### src/rtl/viterbi_block_sequencer.sv
// Viterbi block sequencer: buffers 96-bit coded blocks and bursts them into
// the 802.11a Viterbi decoder, then passes the 48 decoded bits straight out.
// The fill buffer loads the next block while the current one is decoded.
module viterbi_block_sequencer #(
  parameter int IN_BITS     = 96,
  parameter int CALC_CYCLES = 96,
  parameter int OUT_BITS    = 48,
  parameter int NBLK_W      = 8
) (
  input  logic              Clk,
  input  logic              Reset_n,
  input  logic              frame_start,
  input  logic [NBLK_W-1:0] n_blocks,
  input  logic              abort,
  input  logic              in_bit,
  input  logic              in_valid,
  output logic              in_ready,
  output logic              dec_en,
  output logic              dec_data,
  input  logic              dec_out,
  output logic              out_bit,
  output logic              out_valid,
  output logic              out_last,
  output logic              busy,
  output logic              frame_done
);

  localparam int PH_MAX0 = (IN_BITS > CALC_CYCLES) ? IN_BITS : CALC_CYCLES;
  localparam int PH_MAX  = (PH_MAX0 > OUT_BITS) ? PH_MAX0 : OUT_BITS;
  localparam int PH_W    = $clog2(PH_MAX + 1);
  localparam int FC_W    = $clog2(IN_BITS + 1);

  localparam logic [PH_W-1:0] LD_LAST = PH_W'(IN_BITS - 1);
  localparam logic [PH_W-1:0] CA_LAST = PH_W'(CALC_CYCLES - 1);
  localparam logic [PH_W-1:0] DR_LAST = PH_W'(OUT_BITS - 1);
  localparam logic [FC_W-1:0] FC_FULL = FC_W'(IN_BITS);
  localparam logic [FC_W-1:0] FC_LAST = FC_W'(IN_BITS - 1);

  typedef enum logic [2:0] {S_IDLE, S_WAIT, S_LOAD, S_CALC, S_DRAIN, S_GAP} state_t;

  state_t             state, state_nxt;
  logic [PH_W-1:0]    ph_cnt;
  logic [FC_W-1:0]    fill_cnt;
  logic [IN_BITS-1:0] fbuf, sbuf;
  logic [NBLK_W-1:0]  blk_acc, blk_done, n_blocks_q;
  logic               zero_done_q;

  logic fill_full, more, start_ok, accept, xfer, gap_done, dr_end;

  assign fill_full = (fill_cnt == FC_FULL);
  assign more      = (blk_done < n_blocks_q);
  assign start_ok  = (state == S_IDLE) && frame_start && !abort;
  assign busy      = (state != S_IDLE);
  assign in_ready  = busy && !fill_full && (blk_acc < n_blocks_q) && !abort;
  assign accept    = in_valid && in_ready;
  assign dr_end    = (state == S_DRAIN) && (ph_cnt == DR_LAST);

  // next state, block transfer strobe and decoder/output drive
  always_comb begin
    state_nxt = state;
    xfer      = 1'b0;
    gap_done  = 1'b0;
    dec_en    = 1'b0;
    dec_data  = 1'b0;
    out_valid = 1'b0;
    out_last  = 1'b0;
    case (state)
      S_IDLE:  if (frame_start && n_blocks != '0) state_nxt = S_WAIT;
      S_WAIT:  if (fill_full) begin xfer = 1'b1; state_nxt = S_LOAD; end
      S_LOAD: begin
        dec_en   = 1'b1;
        dec_data = sbuf[ph_cnt];
        if (ph_cnt == LD_LAST) state_nxt = S_CALC;
      end
      S_CALC: begin
        dec_en = 1'b1;
        if (ph_cnt == CA_LAST) state_nxt = S_DRAIN;
      end
      S_DRAIN: begin
        dec_en    = 1'b1;
        out_valid = 1'b1;
        if (dr_end) begin
          state_nxt = S_GAP;
          out_last  = ((blk_done + NBLK_W'(1)) == n_blocks_q);
        end
      end
      S_GAP: begin
        // a block already waiting skips WAIT so the decoder reset is one cycle
        if (more) begin
          if (fill_full) begin xfer = 1'b1; state_nxt = S_LOAD; end
          else state_nxt = S_WAIT;
        end else begin
          gap_done  = 1'b1;
          state_nxt = S_IDLE;
        end
      end
      default: state_nxt = S_IDLE;
    endcase
    if (abort) begin
      state_nxt = S_IDLE;
      xfer      = 1'b0;
      gap_done  = 1'b0;
    end
  end

  assign out_bit    = out_valid & dec_out;
  assign frame_done = gap_done | zero_done_q;

  // state, phase counter, frame bookkeeping and double buffer
  always_ff @(posedge Clk or negedge Reset_n) begin
    if (!Reset_n) begin
      state       <= S_IDLE;
      ph_cnt      <= '0;
      fill_cnt    <= '0;
      fbuf        <= '0;
      sbuf        <= '0;
      blk_acc     <= '0;
      blk_done    <= '0;
      n_blocks_q  <= '0;
      zero_done_q <= 1'b0;
    end else begin
      state       <= state_nxt;
      ph_cnt      <= (state_nxt != state) ? '0 : ph_cnt + PH_W'(1);
      zero_done_q <= start_ok && (n_blocks == '0);
      if (start_ok) begin
        n_blocks_q <= n_blocks;
        blk_acc    <= '0;
        blk_done   <= '0;
      end
      if (dr_end && !abort) blk_done <= blk_done + NBLK_W'(1);
      if (abort || xfer) fill_cnt <= '0;
      else if (accept) begin
        fbuf[fill_cnt] <= in_bit;
        fill_cnt       <= fill_cnt + FC_W'(1);
      end
      if (accept && fill_cnt == FC_LAST) blk_acc <= blk_acc + NBLK_W'(1);
      if (xfer) sbuf <= fbuf;
    end
  end

endmodule

### config.mk
export PLATFORM = sky130hd
export DESIGN_NAME = viterbi_block_sequencer
export DESIGN_NICKNAME = d
export VERILOG_FILES = /design/src/rtl/viterbi_block_sequencer.sv
export SDC_FILE = /design/constraint.sdc
export NUM_CORES = 1
export LEC_CHECK = 0
export CAP_MARGIN = 30
export CORE_ASPECT_RATIO = 1.4
export CORE_UTILIZATION = 55
export CTS_CLUSTER_SIZE = 12
export DETAILED_ROUTE_END_ITERATION = 8
export GPL_TIMING_DRIVEN = 0
export MAX_ROUTING_LAYER = met4
export PLACE_DENSITY = 0.81
export SYNTH_ARGS = -nofsm -noshare
export SYNTH_HDL_FRONTEND = slang
export SYNTH_SLANG_ARGS = --single-unit
### constraint.sdc
create_clock -name Clk -period 3.28 [get_ports Clk]
set_input_delay 0.656 -clock Clk [delete_from_list [all_inputs] [get_ports Clk]]
set_output_delay 0.656 -clock Clk [all_outputs]
set_load 0.01 [all_outputs]
[Word level (Yosys, flattened, before mapping)]
Index checks and enable logic that the tools add are counted.
Storage, ports and cells
  register bits after elaboration: 234
  word-level logic and storage cells: 88
Operators by class
  add/subtract/negate cells: 4
  order comparisons: 5
  equality and inequality tests: 11
  multiplexer cells: 32
  bitwise operators: 3
  reduce and logical (&&, ||, !) cells: 24
Operators with widths (count)
  $bwmux W96: 1
  $mux W8: 3
  $eq A7 B7 Y1 const B: 3
  $mux W3: 7
  $mux W7: 3
  $pmux W3 S6: 1
  $add A8 B1 Y8 const B: 2
  $lt A7 B8 Y1 const B: 2
  $lt A8 B8 Y1: 2
  $add A7 B1 Y7 const B: 2
  $mux W1: 13
  $logic_and A1 B1 Y1: 12
  $eq A8 B8 Y1: 1
  $logic_not A8 Y1: 1
  $reduce_bool A8 Y1: 1
  $bmux W1 S7: 1
  $demux W1 S7: 1
  $eq A7 B6 Y1 const B: 1
  $ge A7 B1 Y1 const B: 1
  $eq A3 B2 Y1 const B: 2
  $eq A3 B3 Y1 const B: 2
  $reduce_bool A2 Y1: 3
  $eq A3 B1 Y1 const B: 1
  $logic_not A3 Y1: 1
  other kinds (11): 12

[Depth between registers and ports, before layout]
Gate-level depths: netlist (run 1).
  depth in word-level cells: 8
  gate-level depth with buffers: 10
  gate-level depth less buffers: 8

[Least setup slack after synthesis (run 1)]
OpenSTA, ideal clock, no wires.
  path type: register to output
  from: register ph_cnt[0]
  to: output port dec_data
  arrival: 2003 ps
  required time: 2624 ps
  slack: 621 ps
  cell stages (with the launch flop): 9
  path buffers: 2
  path through: dfrtp_1 -> buf_4 -> buf_6 -> mux4_2 -> or4b_1 -> nand3_1 -> a31oi_1 -> o221ai_1 -> nand3_1
Between the ends
  longest elaborated chain between the ends: 3
Ends and longest elaborated chain
  from (decl): line 42  | logic [PH_W-1:0] ph_cnt;
  from (signal assigned): line 123  | ph_cnt <= (state_nxt != state) ? '0 : ph_cnt + PH_W'(1);
  $bmux W1 S7: line 72  | dec_data = sbuf[ph_cnt];
  $mux W1 (not written as such): line 72
  $mux W1: line 67  | case (state)
  to (decl): line 19  | output logic dec_data,
Every way passes these cells. The select of a mux whose other input is x is not followed.

[Worst setup path after layout (run 1)]
Ends and elaborated chain as after synthesis.

==> run metrics, run 1 <==
WL/cell 19.97 um; NumNets Final 1032; clk slew on worst S/H paths 60 ps; CP max FO 8; CP max stage delay 480 ps; pwr/cell area 492.1 nW/um2; antenna violations before repair 0; predominant post-synthesis flop cell dfrtp_1; Reg2Reg Setup Slack 410 ps; Worst Max-Slew Pin Slew about 840 ps; Netlist cell types 57; global route total overflow 0; first-iteration detailed-routing DRC count 375; P_int 4.687 mW; H-tree depth 1; Routability Congestion 0.8944; Critical Path RT 2620 ps; Post-DRT Antenna Nets 0; crit path max-delay cell type mux4_2; Initial Util 55.85%; Ports 23; Num CTS Buffers 24; Final WS setup -165.8 ps; hold_buf cts 0; CP Launch Type flip-flop; Cells after Synth between 900 and 1000; Worst Path Buf+Inv 3; Sw Ratio 25.79%; critical path cell sequence buf_12, buf_12, mux4_2, mux2i_1, mux4_2, or4_1, nand3_1, buf_2; number of synthesized flops with an enable pin 0; Die ar. 21390 um2; Antenna Cells 0; Die H 172.6 um; skew final 8.270 ps; R2R cell count 9; vias 7627; Worst Hold Class in -> async; Die W about 120 um; FFs w/ async S/R, synth 100.0%; Comb pwr share ~14%; Detailed Place HPWL 17.57 mm; post-route insts no fill 1262; Post-Syn Area 11440 um2; sequential share of the synthesized area 51.19%; FP Rows 62; failing checks negative setup slack; Worst EP arrival ~2800 ps; Max-Cap Viols 0; status finished, violations left; final wirelength 25.21 mm; first-pass GRT wire length 40.63 mm; Seq cells post-synth between 200 and 250; RSZ-0062 raised after global routing true; via-per-instance ratio just over 6; Synth Warn # 0; CTS tree built; number of global-route vias before repair 7848; TritonRoute pass-1 iters 5; synthesized net count 976; Relative slew margins between 40% and 50%; Worst R2R End fbuf[47]; clock buffer depth 3; largest net degree at the start of global routing between 100 and 150; Avg Synthesized Cell Area approximately 12 um2; Root Buffer clkbuf_16; Total Routing Usage GR approximately a quarter; launch point of the worst reg-to-reg path fill_cnt[0]; Final Max Slew Viols 0; share of cells above drive strength 1 31.01%; CP Launch Point ph_cnt[0]; Layout area overhead 12.20%; minimum clock period around 3400 ps; peak supply drop 0.3888 mV; Final Hold Fails 0; DP Worst Slack -399.2 ps; Post-Place Cells 1219; Max Freq between 200 and 300 MHz; Worst-Skew Late Latency 520 ps; CP Class reg -> out; CTS Sinks 234; fin crit share 105.1%; Core Area 20480 um2; Flop pwr share 47.3%; Crit path max-delay family multiplexers; final number of setup-violating endpoints 1; Static Leak 5.908 nW; switching power about 1.6 mW; # DRC 0; Buffers on Ports 21; CP endpoint kind output pin; Clk pwr share between 30% and 40%
placed cells by master, fill, tap and decap left out, types with 6 or more instances in the layout:
cell type	n
inv_1	18
a21oi_1	16
nand2b_1	14
nor2b_1	7
ha_1	20
a21o_1	7
nor2_1	99
nand2_1	45
clkdlybuf4s50_1	18
buf_2	15
nor4_1	24
xnor2_1	16
nor3_1	16
o21ai_0	14
dfrtp_1	233
clkbuf_16	24
mux2i_1	16
mux2_2	200
a31oi_1	6
clkbuf_1	32
and3_1	6
buf_4	12
nand3_1	28
mux4_2	25
registers in the layout (all words and copies together), names as in the netlist:
name,count
zero_done_q,1
n_blocks_q,8
state,3
ph_cnt,7
blk_acc,8
fill_cnt,7
fbuf,96
blk_done,8
sbuf,96
power by group through the flow:
stage	Sequential (mW)	Clock (mW)	Combinational (mW)
after global placement	3.03	0	0.786
after floorplan	3.02	0	0.526
after CTS	2.98	2.47	0.889
final	2.99	2.44	0.894
after detailed placement	3.03	0	0.799
after global routing	2.99	2.58	0.961
per-stage QoR:
step | setup TNS [ps] | cell area [um2] | power, mW | utilization, % | hold slack, ps
floorplan | 0 | 11440 | 3.544 | - | 360.4
detailed placement | -399.2 | 12000 | 3.832 | 58.60 | 489.0
global placement | -1888270 | 11970 | 3.819 | 58.44 | 481.4
global route | -230.6 | 12830 | 6.530 | 62.67 | 285.7
finish | -165.8 | 12830 | 6.316 | 62.67 | 192.6
CTS | -173.7 | 12800 | 6.342 | 62.52 | 238.0
Yosys cell counts, drive strengths merged, types with 17 or more instances:
| cell type | number | share of area, % |
|---|---|---|
| buf | 29 | 1.5 |
| a21oi | 17 | 0.74 |
| dfrtp | 234 | 51 |
| clkbuf | 30 | 1.0 |
| nor2 | 99 | 3.2 |
| mux4 | 25 | 4.9 |
| inv | 18 | 0.59 |
| o21ai | 18 | 0.82 |
| ha | 20 | 2.2 |
| nor3 | 18 | 0.83 |
| nand2 | 45 | 1.5 |
| nor4 | 24 | 1.3 |
| mux2 | 200 | 20 |
| nand3 | 28 | 1.2 |
cell families after synthesis:
kind of cell               Yosys count  share of synthesized area [%]
and+or+nand+nor                    275                          11.78
muxes                              241                          26.01
DFF                                234                          51.19
buffers and inverters               79                          3.117
AOI/OAI and AO/OA                   71                          4.091
adders and majority gates           21                          2.275
xor gates and xnor gates            20                          1.531
what timing repair did:
| action | 4_1_cts | 5_1_grt |
|---|---|---|
| hold endpoints to repair | 0 | 0 |
| setup buffers | 7 | 2 |
| gates cloned | 0 | 0 |
| setup endpoints to repair | 3 | 4 |
| resized for setup | 23 | 6 |
| pin swaps | 2 | 2 |
layer usage:
metal  GRT usage [%]  wire length, um  share of wire, %
met2           42.50            13120                52
met5               -                0                 0
met3           3.331             1378               5.5
met1           30.52             9989                40
met4           8.534              720               2.9
how the worst max path moves through the flow:
stage,end,depth (start not counted)
detailed placement,dec_data,9
floorplan,dec_data,8
global placement,fbuf[51],1
CTS,dec_data,8
global route,dec_data,8
finish,dec_data,8
cell type report:
class	instances	area [um2]
clock inverters	4	31.28
fillers	1551	7646
flip-flops and latches	234	5857
plain buffers	58	320.3
multi-input cells	628	5264
repair buffers	31	316.6
inverters	20	77.57
well taps	256	320.3
clock buffers	31	646.9
(Power assumes the default switching activity.)
==> inputs of run 2 (changes only) <==
--- a/config.mk
+++ b/config.mk
@@ -6,13 +6,15 @@
 export NUM_CORES = 1
 export LEC_CHECK = 0
 export CAP_MARGIN = 30
+export CELL_PAD_IN_SITES_DETAIL_PLACEMENT = 0
+export CELL_PAD_IN_SITES_GLOBAL_PLACEMENT = 1
 export CORE_ASPECT_RATIO = 1.4
-export CORE_UTILIZATION = 55
+export CORE_UTILIZATION = 52
 export CTS_CLUSTER_SIZE = 12
 export DETAILED_ROUTE_END_ITERATION = 8
 export GPL_TIMING_DRIVEN = 0
 export MAX_ROUTING_LAYER = met4
-export PLACE_DENSITY = 0.81
+export PLACE_DENSITY = 0.89
 export SYNTH_ARGS = -nofsm -noshare
 export SYNTH_HDL_FRONTEND = slang
 export SYNTH_SLANG_ARGS = --single-unit
==> run metrics, run 2 (same netlist as run 1, synthesis figures left out) <==
Final Hold Fails 0; critical path cell sequence buf_12, buf_16, mux4_2, mux2i_1, mux4_2, or4_4, nand3_2, buf_6; clk slew on worst S/H paths 60 ps; Worst R2R End fbuf[46]; Post-DRT Antenna Nets 0; number of global-route vias before repair 8075; CTS tree built; final instance area 13040 um2; largest net degree at the start of global routing approximately 120; RSZ-0062 raised after global routing true; clock buffer depth 3; Crit path max-delay family multiplexers; CP most frequent cell mux4_2; Reg2Reg Setup Slack 150 ps; peak supply drop 0.3494 mV; Die W 127.4 um; R2R cell count 9; Max-Cap Viols 0; WL/cell 20.43 um; final wirelength 26.60 mm; Relative slew margins ~34%; hold endpoint sbuf[9]; hold path cells 1; most common cell after layout, fill and taps aside dfrtp_1; Buffers on Ports 21; final number of setup-violating endpoints 1; antenna violations before repair 0; Sum Neg Setup Slack -146.9 ps; status finished, violations left; Total Routing Usage GR 25.66%; failing checks negative setup slack; skew final 13.48 ps; Core Area about 21000 um2; Worst EP arrival 2770 ps; commonest cells after routing, fill and taps aside dfrtp_1 (230), mux2_2 (200), nor2_1 (99); CP endpoint kind output pin; fin crit share 104.5%; CP max FO 4; Initial Util 53.55%; CP Class reg -> out; CP max stage delay about 470 ps; first-iteration detailed-routing DRC count 398; launch point of the worst reg-to-reg path fill_cnt[0]; Final WS setup -146.9 ps; CTS Sinks 234; TritonRoute pass-1 iters 6; worst hold path startpoint fbuf[9]; pwr/cell area 497.9 nW/um2; Die H 177.5 um; minimum clock period 3427 ps; Antenna Cells 0; FP Rows 63; share of cells above drive strength 1 32.18%; Num CTS Buffers 24; Critical Path RT around 2600 ps; Worst-Skew Late Latency 520 ps; via-per-instance ratio 5.803; H-tree depth 1; global route total overflow 0; crit path max-delay cell type mux4_2; Largest regs fbuf (96), sbuf (96); NumNets Final a little over 1000; first-pass GRT wire length 43.37 mm; CP Launch Type flip-flop; Root Buffer clkbuf_16; post-route core utilization 61.05%; vias 7555; Detailed Place HPWL 18.76 mm; Final Max Slew Viols 0; Worst Path Buf+Inv 3; Ports 23; Layout area overhead 14.01%; # DRC 0; Routability Congestion 0.8058; Die ar. 22600 um2; filler cell count 1676; CP Launch Point ph_cnt[0]; Worst Max-Slew Pin Slew around 1000 ps; DP Area 12070 um2; Static Leak ~6 nW; Worst Hold Class reg -> reg; Max Freq 291.8 MHz
-- run 2: cell count changes in the layout (fill, tap and decap cells not counted), moves of 2 or more --
| cell | before | now |
|---|---|---|
| clkinv_2 | 5 | 1 |
| buf_16 | 1 | 3 |
| dfrtp_2 | 1 | 4 |
| clkbuf_8 | 2 | 7 |
| buf_2 | 15 | 13 |
| dfrtp_1 | 233 | 230 |
-- run 2: worst max path at each step --
stage	endpoint	slack (ps)	depth (start not counted)
final	dec_data	-150	8
after global routing	dec_data	-200	9
after CTS	dec_data	-180	7
after detailed placement	dec_data	-420	9
after global placement	fbuf[11]	-8230	1
after floorplan	dec_data	620	8
-- run 2: worst register-to-register path, cell delays in order (launching register included) --
cell	delay [ps]
dfrtp_1	350
clkbuf_4	220
clkinvlp_4	180
ha_1	260
nand4_1	200
o2111a_1	350
o2111ai_1	530
buf_2	400
nor2_1	190
mux2_2	350
-- run 2: per-layer routing --
metal,GRT usage [%],part of all wire (%),vias up
li1,-,-,3482
met1,29.69,39,3848
met2,45.47,53,162
met3,2.774,3.8,63
met4,10.27,3.9,0
met5,-,0,-
-- run 2: per-stage QoR --
step | total power [mW] | setup slack (ps) | cells | hold WS, ps
2_1_floorplan | 3.544 | 621.4 | 941 | 360.4
3_3_place_gp | 3.844 | -8234 | 1254 | 481.4
3_5_place_dp | 3.861 | -416.6 | 1256 | 487.8
4_1_cts | 6.515 | -177.0 | 1298 | 501.2
5_1_grt | 6.718 | -200.8 | 1302 | 510.2
6_report | 6.494 | -146.9 | 1302 | 498.0
-- run 2: repair_timing --
item	CTS	global route
hold buffers	1	0
setup endpoints to repair	59	26
hold endpoints to repair	6	0
gates cloned	1	0
pin swaps	1	3
buffers inserted	5	5
resized for setup	26	15
-- run 2: power by group --
group,internal [mW],switching (mW),total (mW)
registers,2.94,0.0535,2.99
clock network,1.48,1.07,2.55
logic,0.412,0.537,0.948
total,4.83,1.66,6.49
-- run 2: final cells by class --
class                      instances  area, um2  area share (%)
sequential                       234       5861           44.94
multi-input combinational        628       5296           40.61
clock buffer                      35      711.9           5.459
timing repair buffer              35      397.9           3.051
tap                              292      365.4           2.801
buffer                            57      312.8           2.399
inverter                          20      80.08          0.6140
clock inverter                     1      16.27          0.1247
